File: src/rtl/fifo_to_axi4.sv
// Drains a show-ahead FIFO into fixed-length INCR AXI4 write bursts over a circular address window.
// AW one cycle after a full burst is available; W stalls on wready or FIFO empty; one outstanding burst.
module fifo_to_axi4 #(
   parameter int                        AXI_DATA_WIDTH         = 64,
   parameter int                        AXI_ADDR_WIDTH         = 32,
   parameter int                        AXI_ID_WIDTH           = 4,
   parameter logic [AXI_ADDR_WIDTH-1:0] WR_AXI_BYTE_ADDR_BEGIN = '0,
   parameter logic [AXI_ID_WIDTH-1:0]   AXI_ID                 = '0,
   parameter logic [7:0]                AXI_BURST_LEN          = 8'd31,
   parameter int                        FIFO_ADDR_WIDTH        = 8
) (
   input  logic                          clk,
   input  logic                          reset_n,
   input  logic [23:0]                   WR_AXI_BYTE_ADDR_END,
   input  logic                          addr_clr,
   output logic                          fifo_rdreq,
   input  logic [AXI_DATA_WIDTH-1:0]     fifo_rddata,
   input  logic                          fifo_empty,
   input  logic [FIFO_ADDR_WIDTH-1:0]    fifo_rd_cnt,
   input  logic                          fifo_rst_busy,
   output logic                          wr_resp_err,
   output logic [AXI_ID_WIDTH-1:0]       m_axi_awid,
   output logic [AXI_ADDR_WIDTH-1:0]     m_axi_awaddr,
   output logic [7:0]                    m_axi_awlen,
   output logic [2:0]                    m_axi_awsize,
   output logic [1:0]                    m_axi_awburst,
   output logic                          m_axi_awlock,
   output logic [3:0]                    m_axi_awcache,
   output logic [2:0]                    m_axi_awprot,
   output logic [3:0]                    m_axi_awqos,
   output logic [3:0]                    m_axi_awregion,
   output logic                          m_axi_awvalid,
   input  logic                          m_axi_awready,
   output logic [AXI_DATA_WIDTH-1:0]     m_axi_wdata,
   output logic [AXI_DATA_WIDTH/8-1:0]   m_axi_wstrb,
   output logic                          m_axi_wlast,
   output logic                          m_axi_wvalid,
   input  logic                          m_axi_wready,
   input  logic [AXI_ID_WIDTH-1:0]       m_axi_bid,
   input  logic [1:0]                    m_axi_bresp,
   input  logic                          m_axi_bvalid,
   output logic                          m_axi_bready
);

   localparam int SIZE = $clog2(AXI_DATA_WIDTH/8);
   localparam logic [FIFO_ADDR_WIDTH:0] BEATS = (FIFO_ADDR_WIDTH+1)'(AXI_BURST_LEN) + 1'b1;
   localparam logic [AXI_ADDR_WIDTH-1:0] BURST_INC =
      AXI_ADDR_WIDTH'((int'(AXI_BURST_LEN) + 1) * (AXI_DATA_WIDTH/8));

   typedef enum logic [3:0] {
      S_IDLE    = 4'b0001,
      S_WR_ADDR = 4'b0010,
      S_WR_DATA = 4'b0100,
      S_WR_RESP = 4'b1000
   } state_t;

   state_t                    state, state_nxt;
   logic [7:0]                beat_cnt;
   logic                      clr_pend;
   logic                      wr_req, w_hs, b_hs, restart;
   logic [AXI_ADDR_WIDTH-1:0] end_ext, next_addr;

   assign wr_req    = !fifo_rst_busy && ({1'b0, fifo_rd_cnt} >= BEATS);
   assign w_hs      = m_axi_wvalid && m_axi_wready;
   assign b_hs      = (state == S_WR_RESP) && m_axi_bvalid;
   assign restart   = addr_clr || clr_pend;
   assign end_ext   = {{(AXI_ADDR_WIDTH-24){1'b0}}, WR_AXI_BYTE_ADDR_END};
   assign next_addr = m_axi_awaddr + BURST_INC;

   assign m_axi_awid     = AXI_ID;
   assign m_axi_awlen    = AXI_BURST_LEN;
   assign m_axi_awsize   = 3'(SIZE);
   assign m_axi_awburst  = 2'b01;
   assign m_axi_awlock   = 1'b0;
   assign m_axi_awcache  = 4'b0000;
   assign m_axi_awprot   = 3'b000;
   assign m_axi_awqos    = 4'b0000;
   assign m_axi_awregion = 4'b0000;
   assign m_axi_wdata    = fifo_rddata;
   assign m_axi_wstrb    = '1;

   always_ff @(posedge clk or negedge reset_n) begin
      if (!reset_n) state <= S_IDLE;
      else          state <= state_nxt;
   end

   always_comb begin
      state_nxt = state;
      case (state)
         S_IDLE:    if (!restart && wr_req) state_nxt = S_WR_ADDR;
         S_WR_ADDR: if (m_axi_awready) state_nxt = S_WR_DATA;
         S_WR_DATA: if (w_hs && m_axi_wlast) state_nxt = S_WR_RESP;
         S_WR_RESP: if (m_axi_bvalid) state_nxt = S_IDLE;
         default:   state_nxt = S_IDLE;
      endcase
   end

   always_comb begin
      m_axi_awvalid = 1'b0;
      m_axi_wvalid  = 1'b0;
      m_axi_wlast   = 1'b0;
      m_axi_bready  = 1'b0;
      fifo_rdreq    = 1'b0;
      case (state)
         S_WR_ADDR: m_axi_awvalid = 1'b1;
         S_WR_DATA: begin
            m_axi_wvalid = !fifo_empty;
            m_axi_wlast  = (beat_cnt == AXI_BURST_LEN) && !fifo_empty;
            fifo_rdreq   = !fifo_empty && m_axi_wready;
         end
         S_WR_RESP: m_axi_bready = 1'b1;
         default: ;
      endcase
   end

   // The address moves on even after an error response: the data has already left the FIFO.
   always_ff @(posedge clk or negedge reset_n) begin
      if (!reset_n) begin
         m_axi_awaddr <= WR_AXI_BYTE_ADDR_BEGIN;
         beat_cnt     <= 8'd0;
         clr_pend     <= 1'b0;
         wr_resp_err  <= 1'b0;
      end else begin
         wr_resp_err <= b_hs && ((m_axi_bresp != 2'b00) || (m_axi_bid != AXI_ID));
         if (state == S_IDLE) begin
            if (restart) begin
               m_axi_awaddr <= WR_AXI_BYTE_ADDR_BEGIN;
               clr_pend     <= 1'b0;
            end
         end else if (b_hs) begin
            if ((next_addr >= end_ext) || restart) m_axi_awaddr <= WR_AXI_BYTE_ADDR_BEGIN;
            else                                   m_axi_awaddr <= next_addr;
            clr_pend <= 1'b0;
         end else if (addr_clr) begin
            clr_pend <= 1'b1;
         end
         if (w_hs && m_axi_wlast) beat_cnt <= 8'd0;
         else if (w_hs)           beat_cnt <= beat_cnt + 8'd1;
      end
   end

endmodule

File: config.mk
export PLATFORM = sky130hd
export DESIGN_NAME = fifo_to_axi4
export DESIGN_NICKNAME = d
export VERILOG_FILES = /design/src/rtl/fifo_to_axi4.sv
export SDC_FILE = /design/constraint.sdc
export NUM_CORES = 1
export LEC_CHECK = 0
export BUFFER_PORTS_ARGS = -buffer_cell sky130_fd_sc_hd__buf_2
export CORE_AREA = 2 2 97 99
export CTS_CLUSTER_DIAMETER = 60
export DETAILED_ROUTE_END_ITERATION = 12
export DIE_AREA = 0 0 99 101
export GPL_TIMING_DRIVEN = 0
export PLACE_DENSITY_LB_ADDON = 0.3
export SLEW_MARGIN = 20
export SYNTH_ARGS = -nofsm -noshare
export SYNTH_HDL_FRONTEND = slang
export SYNTH_SLANG_ARGS = --single-unit
File: constraint.sdc
create_clock -name clk -period 4.1 [get_ports clk]
set_input_delay 0.205 -clock clk [delete_from_list [all_inputs] [get_ports clk]]
set_output_delay 0.205 -clock clk [all_outputs]
set_load 0.1 [all_outputs]
==> impl_metrics.py <==
metrics = {
    "routing": {
        "drtIter0Drc": 117,
        "wl_per_cell_um": 11.7,
        "drcViolationCount": 0,
        "final_antenna_net_count": 0,
        "dr.pass1.iters": 5,
        "wirelength_um": 8020,
        "routed-via-count": 3147,
        "vias_per_cell": 4.57,
    },
    "power_and_ir_drop": {
        "leakage_nw": 2.63,
        "peakVddDrop_mv": 0.161,
        "power_density_mw_per_mm2": 289,
    },
    "outcome": {
        "run_status": "complete, no violations",
    },
    "worst_setup_path": {
        "worst-setup-path-type": "register to register",
        "cp.arrival_ps": 4000,
        "cp-end-kind": "register",
        "rr_worst_depth": 12,
        "r2r_end": "m_axi_awaddr[19]$_DFFE_PN0P_",
        "crit_path_max_incr_delay_ps": 500,
        "crit_chain": "nand4_1 > or3_1 > clkbuf_1 > nor2_1 > xor2_1 > ha_1 > a21o_1 > a21oi_1 > nor2b_1 > a2111o_1 > nor3_4 > a221o_1",
        "path_max_fanout": 10,
        "slowest_stage": "a2111o_1",
        "reg2reg_setup_slack_ps": 330,
        "reg2reg_from": "m_axi_awaddr[11]$_DFFE_PN0P_",
        "cp-start-kind": "register",
        "crit_path_start": "m_axi_awaddr[11]$_DFFE_PN0P_",
        "critical_path_required_ps": 4330,
    },
    "timing": {
        "slew_viol_final": 0,
        "tns_ps": 0,
        "fmax_mhz": 265,
        "finClkSkew_ps": 4.60,
        "slew_headroom": 0.429,
        "worstMarginPinSlew_ps": 856,
        "post-route-min-period_ps": 3770,
        "setup_viol": 0,
        "post-route-period-util": 0.920,
        "finalHoldViolCount": 0,
        "rsz0062_at_grt": "no",
    },
    "placement": {
        "post-dp-hpwl_um": 6590,
        "port_buffers": 134,
        "place_congestion": 0.826,
    },
    "synth": {
        "syn_area_per_cell_sq_um": 8.68,
        "synthCells": 388,
        "ys_types": 53,
        "ys_ff_latch": 38,
        "yosysSeqAreaShare": 0.283,
        "ys_warn_count": 0,
        "synth_edf_count": 0,
        "synth-async-reset-ratio": 1.00,
        "syn_area_sq_mm": 0.00337,
        "synth_flop_cell": "dfrtp_1",
    },
    "floorplanning": {
        "initial_core_util": 0.375,
        "core_area_sq_mm": 0.00898,
        "rows": 35,
        "die_h_um": 101,
        "dieArea_sq_mm": 0.0100,
        "die_w_um": 99,
        "ioPinCount": 253,
    },
    "min_path": {
        "hold_class": "primary input to async pin",
    },
    "clock_network": {
        "ctsLongestPathBuffers": 2,
        "numCtsBuffers": 5,
        "hold_buffers": 0,
        "clkSinkCount": 38,
        "clk-insertion-delay-late_ps": 290,
        "clockRootBuffer": "clkbuf_8",
        "cts_tree": "done",
        "clk_pin_slew_worst_paths_ps": 70,
        "cts-htree-levels": 2,
        "cts-resized-gates": 0,
        "cts_setup_buffers": 0,
    },
    "grt": {
        "grt_max_degree": 39,
        "top_usage_layer": "met2",
        "grt_use_met3": 0.0409,
        "grt_pass1_wl_um": 12200,
        "grt_pass1_vias": 2641,
        "groute.layer.met2.usage": 0.259,
        "grt_usage": 0.149,
        "antenna_found_initial": 0,
        "use_met1": 0.184,
        "grt-ovfl-total": 0,
    },
    "finish": {
        "multi_input_area_sq_mm": 0.00165,
        "syn_to_final_growth_pct": 32.8,
        "layout.nets": 704,
        "layout-drive-gt1-share": 0.470,
        "utilization": 0.498,
        "fillers": 864,
        "diodes": 0,
        "seqCellArea_sq_um": 952,
    },
    "flow_run": {
        "maxCapViolations": 0,
    },
}
[sequential cells by signal, summed over array words and instances (netlist names)]
signal / flops
beat_cnt: 8
state: 4
m_axi_awaddr: 24
wr_resp_err: 1
clr_pend: 1
[kinds of logic (layout without fill, tap and decap cells)]
group	Yosys count	after routing	synth area share
buffers and inverters	142	284	0.289
and+or+nand+nor	115	115	0.188
AOI/OAI and AO/OA	59	59	0.135
DFF	38	38	0.283
adders and majority gates	18	18	0.0669
xor gates and xnor gates	13	13	0.0338
other	2	49	0.00223
muxes	1	1	0.00334
[through the flow]
stage	cell area, sq um	setup WS, ps	hold slack, ps	std cells	total power, mW
4_1_cts	4460	344	54.5	688	1.30
3_3_place_gp	4370	346	362	680	1.03
5_1_grt	4470	56.2	87.4	688	1.34
6_report	4470	327	24.2	688	1.29
3_5_place_dp	4370	346	373	680	1.04
2_1_floorplan	3560	170	-90.6	435	0.964
[area by class of cell]
type / count / area share
tap: 111 / 0.0311
buffer: 119 / 0.198
sequential: 38 / 0.213
inverter: 23 / 0.0193
timing repair buffer: 134 / 0.150
clock inverter: 1 / 0.00112
multi-input combinational: 255 / 0.368
clock buffer: 7 / 0.0193
[report_power, final]
group          switching, mW  internal, mW
logic                  0.517         0.122
clock network          0.129         0.136
registers            0.00667         0.382
total                  0.652         0.640
[how the worst max path moves through the flow]
stage                                         to  slack, ps  cells past startpoint
finish              m_axi_awaddr[19]$_DFFE_PN0P_        330                     12
global route        m_axi_awaddr[19]$_DFFE_PN0P_         60                     12
CTS                  m_axi_awaddr[8]$_DFFE_PN0P_        340                     11
detailed placement   m_axi_awaddr[8]$_DFFE_PN0P_        350                     11
global placement     m_axi_awaddr[8]$_DFFE_PN0P_        350                     12
floorplan           m_axi_awaddr[19]$_DFFE_PN0P_        170                     12
[synthesized netlist by cell type (all sizes together), types with 7 or more instances]
cell type,number,area [sq um]
buf,116,875
dfrtp,37,926
nand2,33,124
inv,23,86.3
ha,18,225
nor2,13,48.8
a21o,12,90.1
nand4,10,68.8
nor3,10,61.3
and2,9,56.3
nand3,9,50.1
o21ai,8,40.0
a2111oi,7,61.3
a21oi,7,35.0
a22o,7,61.3
nor4,7,58.8
xor2,7,61.3
[cells in the final DEF, fill, tap and decap left out, drive strengths merged, types with 8 or more instances in the layout]
cell / count
conb: 49
a21o: 12
and2: 9
nand2: 33
o21ai: 8
clkbuf: 10
nor3: 10
nor2: 13
nand3: 9
dfrtp: 37
ha: 18
nand4: 10
inv: 23
buf: 250
[critical path, delay by kind of cell, from the launching register on]
family | cells | cell delay (ps)
DFF | 1 | 470
AOI/OAI and AO/OA | 4 | 1070
buffers and inverters | 1 | 170
and+or+nand+nor | 5 | 1500
xor gates and xnor gates | 1 | 220
adders and majority gates | 1 | 280
[layer usage]
layer	wire length [um]	vias to the layer above
met1	3140	1437
met3	798	2
met2	4060	147
li1	-	1561
met4	20	0
met5	0	-
Note: power is estimated with default switching activity, not from simulation.
